**config.mk**
```make
export PLATFORM = sky130hd
export DESIGN_NAME = seq_squarer_mul
export DESIGN_NICKNAME = d
export VERILOG_FILES = /design/src/rtl/seq_squarer_mul.sv
export SDC_FILE = /design/constraint.sdc
export NUM_CORES = 1
export LEC_CHECK = 0
export CORE_AREA = 2 2 94 96
export CTS_BUF_LIST = sky130_fd_sc_hd__clkbuf_4
export DETAILED_ROUTE_END_ITERATION = 8
export DIE_AREA = 0 0 96 98
export GPL_TIMING_DRIVEN = 1
export HOLD_SLACK_MARGIN = 0.02
export SLEW_MARGIN = 40
export SYNTH_ARGS = -nofsm -noshare
export SYNTH_HDL_FRONTEND = slang
export SYNTH_SLANG_ARGS = --single-unit
```
**constraint.sdc**
```tcl
create_clock -name clk -period 5.9 [get_ports clk]
set_clock_uncertainty 0.05 [all_clocks]
set_input_delay 1.77 -clock clk [delete_from_list [all_inputs] [get_ports clk]]
set_output_delay 1.77 -clock clk [all_outputs]
set_load 0.02 [all_outputs]
```
**src/rtl/seq_squarer_mul.sv**
```systemverilog
// Sequential shift-add squarer/multiplier with valid/ready handshakes on both sides.
// Retires BPC multiplier bits per cycle; result is full 2*WIDTH precision.
module seq_squarer_mul #(
  parameter int WIDTH = 8,
  parameter int BPC   = 1
) (
  input  logic               clk,
  input  logic               rst_n,
  input  logic               in_valid,
  output logic               in_ready,
  input  logic [WIDTH-1:0]   in_a,
  input  logic [WIDTH-1:0]   in_b,
  input  logic               op_sel,
  output logic               out_valid,
  input  logic               out_ready,
  output logic [2*WIDTH-1:0] out_data,
  output logic               busy
);

  localparam int N     = WIDTH / BPC;
  localparam int CNT_W = (N > 1) ? $clog2(N) : 1;
  localparam int ACC_W = 2 * WIDTH;
  localparam int SH_W  = $clog2(ACC_W);
  localparam int PP_W  = WIDTH + BPC;

  typedef enum logic [1:0] {
    IDLE,
    CALC,
    DONE
  } state_t;

  state_t             state;
  state_t             state_next;
  logic [WIDTH-1:0]   mcand;
  logic [WIDTH-1:0]   mplier;
  logic [ACC_W-1:0]   acc;
  logic [CNT_W-1:0]   cnt;
  logic [ACC_W-1:0]   out_data_q;

  logic [PP_W-1:0]    pp;
  logic [SH_W-1:0]    shamt;
  logic [ACC_W-1:0]   acc_next;
  logic               last_step;

  always_ff @(posedge clk or negedge rst_n) begin
    if (!rst_n) begin
      state <= IDLE;
    end else begin
      state <= state_next;
    end
  end

  always_comb begin
    state_next = state;
    case (state)
      IDLE:    if (in_valid)  state_next = CALC;
      CALC:    if (last_step) state_next = DONE;
      DONE:    if (out_ready) state_next = IDLE;
      default: state_next = IDLE;
    endcase
  end

  always_comb begin
    in_ready  = 1'b0;
    out_valid = 1'b0;
    busy      = 1'b0;
    case (state)
      IDLE:    in_ready  = 1'b1;
      CALC:    busy      = 1'b1;
      DONE: begin
        out_valid = 1'b1;
        busy      = 1'b1;
      end
      default: in_ready  = 1'b0;
    endcase
  end

  // Partial product of the multiplicand with the low BPC multiplier bits.
  always_comb begin
    pp = '0;
    for (int i = 0; i < BPC; i++) begin
      if (mplier[i]) begin
        pp = pp + (PP_W'(mcand) << i);
      end
    end
  end

  assign shamt     = SH_W'(cnt) * SH_W'(BPC);
  assign acc_next  = acc + (ACC_W'(pp) << shamt);
  assign last_step = (cnt == CNT_W'(N - 1));

  // The result register is loaded with the final sum and left untouched afterwards,
  // so the sink keeps seeing the last result after the handshake.
  always_ff @(posedge clk or negedge rst_n) begin
    if (!rst_n) begin
      mcand      <= '0;
      mplier     <= '0;
      acc        <= '0;
      cnt        <= '0;
      out_data_q <= '0;
    end else begin
      case (state)
        IDLE: begin
          if (in_valid) begin
            mcand  <= in_a;
            mplier <= op_sel ? in_a : in_b;
            acc    <= '0;
            cnt    <= '0;
          end
        end
        CALC: begin
          acc    <= acc_next;
          mplier <= mplier >> BPC;
          cnt    <= cnt + CNT_W'(1);
          if (last_step) begin
            out_data_q <= acc_next;
          end
        end
        default: begin
        end
      endcase
    end
  end

  assign out_data = out_data_q;

endmodule
```
==> metrics.md, run 1 <==
| Metric | Value |
|---|---|
| Setup TNS | 0 ps |
| Clock Latency Late Sink | 380 ps |
| Asr flop ratio synth | 100.0% |
| Hpwl dp | 5273 µm |
| Slew @ Worst Pin | 704.5 ps |
| RR Endpoint | acc[11]$_DFFE_PN0P_ |
| Synth unique cells | 53 |
| Layout cells sized above 1 | 13.15% |
| Synth Instances | 333 |
| Die width | 96 µm |
| CP Data Required Time | 4080 ps |
| Leak | 1.794 nW |
| Clock Root Buffer | clkbuf_4 |
| Via count | 2511 |
| Synthesized flop and latch total | 53 |
| CTS max path bufs | 2 |
| Slew margin rel. | 53.03% |
| CP Capture Type | output port |
| Sequential fraction of the synthesis area | 40.38% |
| Post-synth EDFFs | 0 |
| N_diodes | 0 |
| Synthesized cell area | 3284 µm² |
| Antenna violations before repair | 0 |
| WP buf/inv | 2 |
| Slew Limit Fails | 0 |
| Core Footprint | 8466 µm² |
| Clk pin slew, worst setup/hold paths | 160 ps |
| Synth Warn # | 0 |
| Fin crit share | 61.18% |
| Post-Syn Area per Cell | 9.863 µm² |
| I/O pin total | 40 |
| Mapped Nets | 376 |
| Hold Crit Class | flip-flop to flip-flop |
| # hold bufs at CTS | 0 |
| First-pass GRT wire length | 12190 µm |
| Non-Filler Instances | 473 |
| DP Area | 3755 µm² |
| CP delay by family, top | buffers and inverters |
| Setup Viol. Count Final | 0 |
| TritonCTS clock tree | done |
| Overflow after GRT | 0 |
| CP arrival | 1790 ps |
| Core Rows | 34 |
| PortBufs | 39 |
| Final Instance Area | 3860 µm² |
| Cells on worst reg2reg path | 11 |
| Setup ws final | 2290 ps |
| Worst-path maximum fanout | 5 |
| WS Path Type | flip-flop to output port |
| Pre-CTS setup slack | 2279 ps |
| Post-CTS Setup Bufs | 0 |
| Clock Sinks | 53 |
| Peak VDD IR | 327.6 µV |
| RePlAce Congestion | 0.8458 |
| Nets | 407 |
| Crit path max-delay cell type | clkdlybuf4s50_1 |
| Worst path max stage delay | 640 ps |
| CP startpoint | state[0]$_DFFE_PN0P_ |
| Status | complete, no violations |
| 1st-iter DRT viols | 84 |
| Layout area overhead | 17.52% |
| DRT antenna net count | 0 |
| Die Ht | 98 µm |
| GRT Total Usage | 16.33% |
| DRT Pass-1 Iters | 4 |
| Hold Vio Cnt, Final | 0 |
| Die Area | 9408 µm² |
| Final Critical Period | 3610 ps |
| PD cells | 416.4 nW/µm² |
| Max_cap viols | 0 |
| Total CTS buffers | 5 |
| Levels on crit path | 3 |
| Flop2flop setup slack | 2490 ps |
| Vias in the first global route | 2464 |
| Placed cells | 465 |
| Starting Density | 38.80% |
| FF-to-FF Start | cnt[1]$_DFFE_PN0P_ |
| Startpoint Class | flip-flop |
| Final WL | 7133 µm |
| Most frequently used flop master after synthesis | dfrtp_1 |
| Vias per Instance | 5.309 |
| Fmax | 0.2770 GHz |
| RSZ-0062 raised after global routing | false |
| Htree depth | 2 |
| Post-DR wirelength/cell | 15.08 µm |
| Largest net degree at the start of global routing | 54 |
| Post-CTS Resized | 0 |
| CP Capture Point | in_ready |
| Post-route DRC | 0 |
| Worst-path cell chain | inv_1, ha_1, clkdlybuf4s50_1 |
==> flip-flops by register name, indices dropped and copies added, names as in the netlist <==
register,cells
cnt,3
state,2
out_data,16
mplier,8
acc,16
mcand,8
==> routing by layer <==
layer	wire (µm)	track usage (%)	vias to the layer above
li1	-	-	1262
met3	230	2.546	12
met1	3445	22.86	1187
met4	132	4.505	0
met5	0	0	-
met2	3325	26.07	50
==> stage by stage <==
stage	hold slack, ps	util (%)	power [mW]
after global routing	475.0	45.60	1.747
after detailed placement	422.6	44.35	1.367
final	456.0	45.60	1.607
after floorplan	400.1	-	1.161
after global placement	418.0	44.35	1.348
after CTS	460.7	45.57	1.625
==> power breakdown <==
| part | switching [mW] | internal [mW] |
|---|---|---|
| Clock | 0.121 | 0.131 |
| Sequential | 0.108 | 0.457 |
| Combinational | 0.457 | 0.333 |
==> worst register-to-register path, cell delays in order (launching register included) <==
cell      delay [ps]
dfrtp_1          700
mux2_2           410
o21ai_1          180
o21ai_0           90
and2_1           180
ha_1             380
a21oi_2          210
nand2_2           90
o211ai_4         270
a21oi_2          100
or3_1            380
a32o_2           270
==> worst min path at each step <==
stage                                from                     to  slack, ps  cells after the start
floorplan           mplier[1]$_DFFE_PN0P_  mplier[1]$_DFFE_PN0P_        400                      2
global placement    mplier[3]$_DFFE_PN0P_  mplier[3]$_DFFE_PN0P_        420                      2
detailed placement  mplier[3]$_DFFE_PN0P_  mplier[3]$_DFFE_PN0P_        420                      2
CTS                 mplier[3]$_DFFE_PN0P_  mplier[3]$_DFFE_PN0P_        460                      2
global route        mplier[6]$_DFFE_PN0P_  mplier[6]$_DFFE_PN0P_        470                      2
finish              mplier[3]$_DFFE_PN0P_  mplier[3]$_DFFE_PN0P_        460                      2
==> final cells by class <==
class,instances,area (µm²)
clock inverters,3,65.06
well taps,108,135.1
repair buffers,42,407.9
flip-flops and latches,53,1326
fillers,818,4606
inverters,11,41.29
clock buffers,5,37.54
multi-input cells,251,1847
==> cell usage after synthesis, drive strengths merged (2+ instances only) <==
cell type / instances / area share, %
o21a: 3 / 0.69
mux2: 24 / 8.2
buf: 3 / 0.61
a21o: 3 / 0.69
nand4: 2 / 0.38
o31ai: 3 / 0.69
a22o: 13 / 3.5
nor3: 2 / 0.30
o21ai: 26 / 4.2
o211ai: 2 / 0.88
xnor2: 7 / 1.9
clkbuf: 15 / 1.7
or3: 3 / 0.57
a21oi: 27 / 4.5
nor2: 18 / 2.1
ha: 21 / 8.0
o22ai: 3 / 0.57
and3: 2 / 0.38
mux2i: 15 / 4.6
and2: 5 / 0.95
o21bai: 2 / 0.46
nand2: 41 / 4.8
dfrtp: 53 / 40
xor2: 4 / 1.1
inv: 11 / 1.3
nand3: 7 / 1.1
==> kinds of logic after synthesis <==
| family | after synthesis | synth area share [%] |
|---|---|---|
| AND/OR/NAND/NOR | 84 | 11.43 |
| adder cells (fa/ha/maj) | 22 | 8.609 |
| XOR/XNOR | 11 | 2.933 |
| buffers and inverters | 29 | 3.581 |
| multiplexers | 39 | 12.80 |
| flip-flops | 53 | 40.38 |
| AO/OA/AOI/OAI | 95 | 20.27 |
==> layout by cell type (no fill, tap or decap), types with 11 or more instances in the layout <==
master           count
dfrtp_1             53
nand2_1             39
clkdlybuf4s50_1     38
a21oi_1             24
mux2_2              22
ha_1                21
nor2_1              18
o21ai_0             16
mux2i_1             15
a22o_1              13
inv_1               11
Power figures use the tool's default switching activity.
==> run 2: changes to the inputs <==
==> constraint.sdc (replaced) <==
create_clock -name clk -period 3.57 [get_ports clk]
set_clock_uncertainty 0.05 [all_clocks]
set_input_delay 1.071 -clock clk [delete_from_list [all_inputs] [get_ports clk]]
set_output_delay 1.071 -clock clk [all_outputs]
set_load 0.02 [all_outputs]
==> metrics.md, run 2 (synthesis gave the netlist of run 1 again) <==
| Metric | Value |
|---|---|
| Die Area | 9408 µm² (unchanged) |
| Flop2flop setup slack | 280 ps (was 2490 ps) |
| Worst-path maximum fanout | 17 (was 5) |
| Largest net degree at the start of global routing | 40 (was 54) |
| DRT Pass-1 Iters | 4 (unchanged) |
| Core Rows | 34 (unchanged) |
| Hold Path Depth | 2 (unchanged) |
| Antenna violations before repair | 0 (unchanged) |
| CP arrival | 3550 ps (was 1790 ps) |
| Placed cells | 469 (was 465) |
| Fillers | 837 (was 818) |
| PD cells | 662.7 nW/µm² (was 416.4 nW/µm²) |
| Comb pwr share | 52.8% (was 49.1%) |
| RSZ-0062 raised after global routing | false (unchanged) |
| FF-to-FF Start | cnt[0]$_DFFE_PN0P_ (was cnt[1]$_DFFE_PN0P_) |
| Via count | 2517 (was 2511) |
| Fin crit share | 92.21% |
| Hold Crit Class | flip-flop to flip-flop (unchanged) |
| PortBufs | 39 (unchanged) |
| Reg power frac | 35.8% (was 35.2%) |
| DP Area | 3787 µm² (was 3755 µm²) |
| Starting Density | 38.80% (unchanged) |
| Clock Latency Late Sink | 390 ps (was 380 ps) |
| CP startpoint | cnt[0]$_DFFE_PN0P_ (was state[0]$_DFFE_PN0P_) |
| Post-route DRC | 0 (unchanged) |
| Switching Fraction | 44.97% (was 42.68%) |
| Slew Limit Fails | 0 (unchanged) |
| Nets | 411 (was 407) |
| Final WL | 7019 µm (was 7133 µm) |
| WS Path Type | flip-flop to flip-flop (was flip-flop to output port) |
| Int Power | 1.405 mW (was 0.9212 mW) |
| Post-DR wirelength/cell | 14.71 µm (was 15.08 µm) |
| CP Capture Type | flip-flop (was output port) |
| 1st-iter DRT viols | 96 (was 84) |
| DRT antenna net count | 0 (unchanged) |
| Post-CTS Setup Bufs | 0 (unchanged) |
| RR Endpoint | acc[11]$_DFFE_PN0P_ (unchanged) |
| Vias in the first global route | 2431 (was 2464) |
| # hold bufs at CTS | 0 (unchanged) |
| Startpoint Class | flip-flop (unchanged) |
| Sw Pwr | 1.148 mW (was 0.6859 mW) |
| Leak | 1.791 nW (was 1.794 nW) |
| Pre-CTS setup slack | 359.2 ps (was 2279 ps) |
| Commonest non-fill, non-tap cell in the layout | dfrtp_1 (unchanged) |
| Setup ws final | 278.2 ps (was 2290 ps) |
| Die Ht | 98 µm (unchanged) |
| Htree depth | 2 (unchanged) |
| Hold Path End | mplier[2]$_DFFE_PN0P_ (was mplier[3]$_DFFE_PN0P_) |
| Slew @ Worst Pin | 696.7 ps (was 704.5 ps) |
| Post-CTS Resized | 0 (unchanged) |
| Hpwl dp | 5374 µm (was 5273 µm) |
| Overflow after GRT | 0 (unchanged) |
| Clock Sinks | 53 (unchanged) |
| Hold Vio Cnt, Final | 0 (unchanged) |
| Hold slack final | 454.9 ps (was 456.0 ps) |
| Peak VDD IR | 500.9 µV (was 327.6 µV) |
| RePlAce Congestion | 0.8399 (was 0.8458) |
| Fmax | 0.3038 GHz |
| Status | complete, no violations (unchanged) |
| First-pass GRT wire length | 11750 µm (was 12190 µm) |
| N_diodes | 0 (unchanged) |
| Util after Layout | 45.51% (was 45.60%) |
| TritonCTS clock tree | done (unchanged) |
| Final Critical Period | 3292 ps |
| Cells on worst reg2reg path | 11 (unchanged) |
| Setup Viol. Count Final | 0 (unchanged) |
| Overall Power | 2.553 mW (was 1.607 mW) |
| GRT Total Usage | 15.64% (was 16.33%) |
| Highest-count cells in the layout ignoring fill and taps | dfrtp_1 (53), nand2_1 (39), clkdlybuf4s50_1 (38) (unchanged) |
| Clk pin slew, worst setup/hold paths | 170 ps (was 160 ps) |
| Non-Filler Instances | 477 (was 473) |
| Vias per Instance | 5.277 (was 5.309) |
| I/O pin total | 40 (unchanged) |
| CP Data Required Time | 3820 ps (was 4080 ps) |
| Setup TNS | 0 ps (unchanged) |
| Core Footprint | 8466 µm² (unchanged) |
| Layout cells sized above 1 | 14.09% (was 13.15%) |
| HP Start | mplier[2]$_DFFE_PN0P_ (was mplier[3]$_DFFE_PN0P_) |
| CTS max path bufs | 2 (unchanged) |
| Layout area overhead | 17.30% (was 17.52%) |
| Clock power frac | 11.4% (was 15.7%) |
| Die width | 96 µm (unchanged) |
| Clock Root Buffer | clkbuf_4 (unchanged) |
| Final Instance Area | 3852 µm² (was 3860 µm²) |
| Slew margin rel. | 53.55% (was 53.03%) |
| Total CTS buffers | 5 (unchanged) |
| Max_cap viols | 0 (unchanged) |
## run 2: final cells by class
cell class	instances	area, µm²	share of cell area [%]
Timing Repair Buffer	46	440.4	11.43
Sequential cell	53	1326	34.43
Multi-Input combinational cell	251	1847	47.94
Clock buffer	5	37.54	0.9743
Tap cell	108	135.1	3.508
Inverter	11	41.29	1.072
Clock inverter	3	25.02	0.6496
## run 2: metal layers
layer / GRT usage, % / up-vias / share of wire, %
li1: - / 1272 / -
met1: 21.89 / 1194 / 49
met2: 25.53 / 43 / 47
met3: 2.546 / 8 / 3.2
met4: 2.967 / 0 / 0.81
met5: 0 / - / 0
## run 2: power by group through the flow
stage / clock [mW] / combinational [mW] / sequential [mW]
detailed placement: 0 / 1.36 / 0.928
finish: 0.292 / 1.35 / 0.915
CTS: 0.305 / 1.36 / 0.915
floorplan: 0 / 1.06 / 0.855
global route: 0.326 / 1.53 / 0.939
global placement: 0 / 1.34 / 0.921
## run 2: how the worst max path moves through the flow
stage,slack (ps),depth (start not counted),end
3_5_place_dp,360,11,acc[11]$_DFFE_PN0P_
2_1_floorplan,510,13,out_data[12]$_DFFE_PN0P_
6_report,280,11,acc[11]$_DFFE_PN0P_
4_1_cts,320,11,acc[11]$_DFFE_PN0P_
3_3_place_gp,400,11,acc[11]$_DFFE_PN0P_
5_1_grt,70,11,acc[11]$_DFFE_PN0P_
## run 2: worst max-delay path, stage by stage, from the launching register on
cell      delay, ps
dfrtp_1         710
mux2_2          390
nand2_1          60
o21ai_0          90
nand2_1         100
o22ai_1          90
ha_1            380
a21o_1          220
a221oi_1        390
inv_1           100
or3_1           340
a32o_2          270
